--- src/rtl/req_pkg.sv ---
// Shared definitions for the req_capture83 request-capture block.
package req_pkg;

    localparam int unsigned N        = 8;
    localparam int unsigned CODE_W   = 3;
    localparam int unsigned DROP_MAX = 255;

    typedef enum logic {
        IDLE    = 1'b0,
        PRESENT = 1'b1
    } state_e;

endpackage

--- src/rtl/req_capture83_prio_enc8.sv ---
// Combinational highest-set-bit encoder: index of the top set bit plus an any-set flag.
module prio_enc8 (
    input  logic [7:0] vec_i,
    output logic [2:0] idx_o,
    output logic       any_o
);

    always_comb begin
        idx_o = '0;
        any_o = |vec_i;
        // Ascending scan so the highest set bit is the last one written.
        for (int unsigned k = 0; k < 8; k++) begin
            if (vec_i[k]) begin
                idx_o = k[2:0];
            end
        end
    end

endmodule

--- src/rtl/req_capture83.sv ---
// Sticky request capture with priority presentation and saturating drop counter.
// Define REQ_CAPTURE83_EDGE_EN for rising-edge events; default build is level-sensitive.
module req_capture83
    import req_pkg::*;
#(
    parameter int unsigned N      = 8,
    parameter int unsigned CODE_W = 3
) (
    input  logic              clk,
    input  logic              rst,
    input  logic [N-1:0]      I,
    input  logic [N-1:0]      mask,
    output logic [CODE_W-1:0] out,
    output logic              out_valid,
    input  logic              out_ready,
    output logic [N-1:0]      pending,
    output logic [7:0]        drop_cnt
);

    state_e              state_q, state_d;
    logic [CODE_W-1:0]   out_q, out_d;
    logic                valid_q, valid_d;
    logic [N-1:0]        pend_q, pend_d;
    logic [7:0]          drop_q, drop_d;
    logic [N-1:0]        evt, clr, drops;
    logic [3:0]          drop_num;
    logic [8:0]          drop_sum;
    logic [2:0]          enc_idx;
    logic                enc_any;
    logic                accept;

`ifdef REQ_CAPTURE83_EDGE_EN
    logic [N-1:0] hist_q;

    always_ff @(posedge clk or posedge rst) begin
        if (rst) begin
            hist_q <= '0;
        end else begin
            hist_q <= I;
        end
    end

    assign evt = I & ~hist_q;
`else
    assign evt = I;
`endif

    prio_enc8 u_enc (
        .vec_i (pend_q & mask),
        .idx_o (enc_idx),
        .any_o (enc_any)
    );

    assign accept = (state_q == PRESENT) && out_ready;
    assign clr    = accept ? ({{(N-1){1'b0}}, 1'b1} << out_q) : '0;
    // A new event outranks the accept clear on the same line.
    assign pend_d = (pend_q & ~clr) | evt;
    assign drops  = evt & pend_q & ~clr;

    always_comb begin
        drop_num = '0;
        for (int unsigned k = 0; k < N; k++) begin
            drop_num = drop_num + {3'b000, drops[k]};
        end
        drop_sum = {1'b0, drop_q} + {5'b00000, drop_num};
        drop_d   = (drop_sum > 9'(DROP_MAX)) ? 8'(DROP_MAX) : drop_sum[7:0];
    end

    always_ff @(posedge clk or posedge rst) begin
        if (rst) begin
            state_q <= IDLE;
            out_q   <= '0;
            valid_q <= 1'b0;
            pend_q  <= '0;
            drop_q  <= '0;
        end else begin
            state_q <= state_d;
            out_q   <= out_d;
            valid_q <= valid_d;
            pend_q  <= pend_d;
            drop_q  <= drop_d;
        end
    end

    always_comb begin
        state_d = state_q;
        unique case (state_q)
            IDLE:    if (enc_any) state_d = PRESENT;
            PRESENT: if (out_ready) state_d = IDLE;
            default: state_d = IDLE;
        endcase
    end

    always_comb begin
        out_d   = out_q;
        valid_d = valid_q;
        if (state_q == IDLE && enc_any) begin
            out_d   = CODE_W'(enc_idx);
            valid_d = 1'b1;
        end else if (accept) begin
            valid_d = 1'b0;
        end
    end

    assign out       = out_q;
    assign out_valid = valid_q;
    assign pending   = pend_q;
    assign drop_cnt  = drop_q;

endmodule

--- config.mk ---
export PLATFORM = sky130hd
export DESIGN_NAME = req_capture83
export DESIGN_NICKNAME = d
export VERILOG_FILES = /design/src/rtl/req_pkg.sv /design/src/rtl/req_capture83_prio_enc8.sv /design/src/rtl/req_capture83.sv
export SDC_FILE = /design/constraint.sdc
export NUM_CORES = 1
export LEC_CHECK = 0
export BUFFER_PORTS_ARGS = -buffer_cell sky130_fd_sc_hd__buf_2
export CORE_MARGIN = 10
export CORE_UTILIZATION = 56
export CTS_BUF_LIST = sky130_fd_sc_hd__clkbuf_4 sky130_fd_sc_hd__clkbuf_8
export DETAILED_ROUTE_END_ITERATION = 8
export PLACE_DENSITY = 0.87
export SLEW_MARGIN = 5
export SYNTH_ARGS = -nofsm -noshare
export SYNTH_HDL_FRONTEND = slang
export SYNTH_SLANG_ARGS = --single-unit
--- constraint.sdc ---
create_clock -name clk -period 12.9 [get_ports clk]
set_input_delay 1.29 -clock clk [delete_from_list [all_inputs] [get_ports clk]]
set_output_delay 1.29 -clock clk [all_outputs]
set_load 0.1 [all_outputs]
---- After elaboration in Yosys (flattened, before gate mapping) ----
Cells that the tools add are included.
word-level totals
  register bits after elaboration ......... 21
  input bits .............................. 19
  output and inout bits ................... 20
operators by class
  add/subtract/negate cells ............... 8
  $lt $le $gt $ge ......................... 1
  shift operators ......................... 1
  multiplexer cells ....................... 14
  bitwise gates (word level) .............. 7
  reduce and logical (&&, ||, !) cells .... 4
operators with widths
  kind                   count
  $and A8 B8 Y8          4
  $add A4 B1 Y4          4
  $mux W8                2
  $mux W3                4
  $add A8 B4 Y9          1
  $gt A9 B8 Y1 const B   1
  $not A8 Y8             1
  $or A8 B8 Y8           1
  $reduce_or A8 Y1       1
  $shl A1 B3 Y8 const A  1
  $mux W1                5
  $add A3 B1 Y4          1
  $mux W2                2
  $add A2 B1 Y3          1
  $add A1 B1 Y2          1
  $logic_and A1 B1 Y1    2
  $pmux W1 S2            1
  $reduce_bool A2 Y1     1
  $not A1 Y1             1

---- Depth between registers and ports, before layout ----
  depth in word-level cells ............... 14
  mapped depth ............................ 16
  gate-level depth less buffers ........... 16

---- Hierarchy ----
From an unflattened synthesis, not the netlist that was laid out.
second synthesis, totals
  cells, all modules ...................... 139
  area total of the unflattened synthesis .. 1295.0 sq um
modules (own cells, without submodules)
  module         times used  cells an instance  area each (sq um)  seq. area each (sq um)
  req_capture83  1           127                1228.7             525.5
  prio_enc8      1           12                 66.3               0.0

---- Least setup slack after synthesis ----
Ideal clock, no wire load.
  path kind ............................... input-to-reg
  start point ............................. input out_ready
  end point ............................... register drop_q[5] (netlist: drop_cnt[5])
  library setup time ...................... 121 ps
  arrival time ............................ 4914 ps
  required time ........................... 12779 ps
  slack ................................... 7865 ps
  cell stages on the path ................. 16
  path buffers ............................ 0
  path through ............................ nand2_1 > or2_2 > o31ai_1 > nor2_1 > fa_1 > inv_1 > fa_1 > inv_1 > fa_1 > fa_1 > inv_1 > fa_1 > nor2b_1 > o311ai_2 > nand3_1 > o21a_1
between the ends
  word-level cells in the longest chain between the ends .. 14
ends and longest elaborated chain
  item                         line                 source
  start: declaration           req_capture83.sv:15  input logic out_ready,
  $logic_and A1 B1 Y1 (*)      req_capture83.sv:54  assign accept = (state_q == PRESENT) && out_ready;
  $mux W8 (*)                  req_capture83.sv:55  assign clr = accept ? ({{(N-1){1'b0}}, 1'b1} << out_q) : '0;
  $not A8 Y8 (*)               req_capture83.sv:58  assign drops = evt & pend_q & ~clr;
  $and A8 B8 Y8 (*)            req_capture83.sv:58
  $add A1 B1 Y2                req_capture83.sv:63  drop_num = drop_num + {3'b000, drops[k]};
  $add A2 B1 Y3                req_capture83.sv:63
  $add A3 B1 Y4                req_capture83.sv:63
  $add A4 B1 Y4 (3 in series)  req_capture83.sv:63
  $add A4 B1 Y4 (*)            req_capture83.sv:63
  $add A8 B4 Y9 (*)            req_capture83.sv:65  drop_sum = {1'b0, drop_q} + {5'b00000, drop_num};
  $gt A9 B8 Y1                 req_capture83.sv:66  drop_d = (drop_sum > 9'(DROP_MAX)) ? 8'(DROP_MAX) : drop_sum[7:0];
  $mux W8 (*)                  req_capture83.sv:66
  net drop_d[5]                req_capture83.sv:24  logic [7:0] drop_q, drop_d;
  end signal: assignment       req_capture83.sv:81  drop_q <= drop_d;
  end: declaration             req_capture83.sv:24
The timed path passes the listed nets; every way through them passes the cells marked *.
A chain may end at the register's enable or synchronous reset.

---- Worst setup path after layout ----
Ends and elaborated chain as after synthesis.

==> metrics.txt <==
Max H-tree Level 1; HP Start out_valid$_DFFE_PP0P_; first-pass GRT wire length a little over 5000 um; status finished clean; Syn Inst Count 128; share of the synthesized area in the top cell type 42.51%; Final period util 39.40%; syn nets 158; post-synthesis cell area 1236 sq um; xor and xnor area share after synthesis less than 1%; Setup WS post-layout 7817 ps; Synth Area in Simple Gates 15.49%; Critical Path Start out_ready; register area share after synthesis between 40% and 50%; I/O pin total 39; Synth Area in Compound Gates 19.13%; RR Startpoint state_q$_DFF_PP0_; Slew headroom between 40% and 50%; remaining antenna violation count 0; Residual DRC 0; Startpoint Class primary input; Max Cap Viol 0; CP max FO 6; GPL Wtd Cong 0.8979; area grow syn2layout 20.34%; mux contribution to synthesized area 2.834%; Area contributors post-synth dfrtp_1 (43%), fa_1 (8.1%), ha_1 (6.1%), nand2_1 (5.5%), inv_1 (5.2%); CORE AREA 2022 sq um; clock sinks 21; dpl hpwl 2577 um; Worst path slowest cell fa_1; Initial DRT Pass Iterations 5; CP Class primary input to flip-flop; pre-CTS setup slack ~7500 ps; CTS tree done; Final TNS setup 0 ps; Crit path largest cell delay 530 ps; Min-Delay Path Class flip-flop to flip-flop; Die Wd 66.99 um; area leader, netlist dfrtp_1; port buffer count 38; DR vias between 1000 and 1500; post-CTS setup buffer count 0; clk slew on worst S/H paths roughly 120 ps; crit path time final 5083 ps; clock latency on the worst-skew pair 310 ps; syn_area_per_cell 9.658 sq um; CP bufs+invs 4; FP Rows 16; total track usage 14.64%; final net count 201; Clock Path Buffers 2; grt total ovfl 0; Max Freq around 0.20 GHz; total wire length 3188 um; CTS resizes 0; # setup viols final 0; Worst-Margin Slew 764.8 ps; die footprint 4487 sq um; clock root cell clkbuf_4; Fill cells 159; Netlist cell types 31; DR WL/cell approximately 16 um; Hold Buf Count CTS 0; share of layout cells above drive strength 1 27.65%; most used cell, CP fa_1; Slew Viols, Final 0; Critical Path AT 5290 ps; clk_skew 2.075 ps; final cell count without fillers 197; die height 66.99 um; crit end category flip-flop; CP required 13110 ps; CP top delay family adder cells; Starting Density 61.14%; DR vias/cell approximately 5.6; vias in the first global route ~1100; initial antenna violation count 0; Design Area, Final 1488 sq um; Synth Area in Adders 14.17%; DP Area 1460 sq um; Starting DRT DRC Count 55; largest family of logic cells by synthesized area compound AO/OA/AOI/OAI gates; Cells after DPL 193; Warnings, synthesis 0; crit-path cells buf_2 > nand2_1 > or2_2 > o31ai_1 > nor2_1 > fa_1 > inv_1 > fa_1 > inv_1 > fa_1 > fa_1 > inv_1 > fa_1 > nor2b_1 > o311ai_2 > nand3_1 > o21a_1; #FFs+latches synth 21; number of diodes 0; RSZ-0062 raised after global routing false; largest net degree at the start of global routing 22; final hold vios 0; CTS Buf Count 3
stage by stage:
| step | util [%] | hold WS (ps) |
|---|---|---|
| detailed placement | 72.22 | 478.2 |
| global placement | 72.22 | 477.6 |
| finish | 73.58 | 505.8 |
| floorplan | - | 534.2 |
| CTS | 73.58 | 507.0 |
| global route | 73.58 | 522.2 |
sequential cells by signal (all words and copies together) (netlist names):
register   cells
drop_cnt       8
out            3
state_q        1
out_valid      1
pending        8
metal layers:
metal | GRT usage (%) | up-vias | wire [um]
met5 | 0 | - | 0
met4 | 6.154 | 0 | 61
met3 | 4.181 | 6 | 296
met2 | 24.17 | 52 | 1540
met1 | 17.25 | 520 | 1290
li1 | - | 522 | -
kinds of logic after synthesis:
kind of cell    Yosys count
compound gates           33
flops                    21
mux                       3
fa+ha+maj                11
xor+xnor                  1
buf+inv                  17
simple gates             42
path summary, 6_finish.rpt:
kind                                         end  slack [ps]  cells past startpoint
max in group asynchronous     out[0]$_DFFE_PP0P_       11330                      2
max reg2reg                drop_cnt[5]$_DFF_PP0_        8410                     16
max                        drop_cnt[5]$_DFF_PP0_        7820                     17
min reg2reg                out_valid$_DFFE_PP0P_         510                      1
min                        out_valid$_DFFE_PP0P_         510                      1
min in group asynchronous  drop_cnt[1]$_DFF_PP0_        1100                      2
final cells by class:
cell class | instances | area, sq um | area share [%]
Multi-Input combinational cell | 90 | 646.9 | 43.48
Sequential cell | 21 | 525.5 | 35.32
Timing Repair Buffer | 38 | 190.2 | 12.78
Inverter | 17 | 63.81 | 4.289
Tap cell | 27 | 33.78 | 2.271
Clock buffer | 3 | 22.52 | 1.514
Clock inverter | 1 | 5.005 | 0.3364
synthesized netlist by cell type:
cell type,number
a21o_1,2
a21oi_1,3
a21oi_2,1
a221oi_2,1
a22o_1,1
a22oi_1,1
a31oi_1,1
a32oi_1,1
and3_1,2
dfrtp_1,21
fa_1,5
ha_1,6
inv_1,17
mux2_4,1
mux2i_1,2
nand2_1,18
nand2b_1,4
nand3_1,6
nor2_1,7
nor2b_1,3
nor3_1,1
o211ai_1,3
o21a_1,3
o21ai_0,10
o21bai_1,1
o311ai_0,1
o311ai_2,1
o31a_1,1
o31ai_1,2
or2_2,1
xnor2_1,1
worst reg2reg max path, cell delays in order, from the launching register on:
cell and delay, ps:
dfrtp_1 460, nand2_1 90, or2_2 320, o31ai_1 270, nor2_1 100, fa_1 520
inv_1 60, fa_1 530, inv_1 50, fa_1 500, fa_1 480, inv_1 90
fa_1 180, nor2b_1 90, o311ai_2 400, nand3_1 130, o21a_1 120
placed cells by master (no fill, tap or decap):
cell / n
nand2_1: 18
nor2b_1: 3
a21o_1: 2
inv_1: 17
a21oi_1: 3
o31ai_1: 2
ha_1: 6
nand3_1: 6
and3_1: 2
o21a_1: 3
a22oi_1: 1
a32oi_1: 1
clkinv_2: 1
xnor2_1: 1
o211ai_1: 3
nor2_1: 7
a22o_1: 1
or2_2: 1
mux2i_1: 2
a31oi_1: 1
o21bai_1: 1
fa_1: 5
o31a_1: 1
buf_2: 38
clkbuf_4: 3
nand2b_1: 4
o21ai_0: 10
mux2_4: 1
o311ai_0: 1
a21oi_2: 1
o311ai_2: 1
dfrtp_1: 21
a221oi_2: 1
nor3_1: 1
Power is left out: the tool's default activity adds up to more than one toggle a clock period on the data nets, which glitch-free logic cannot reach.
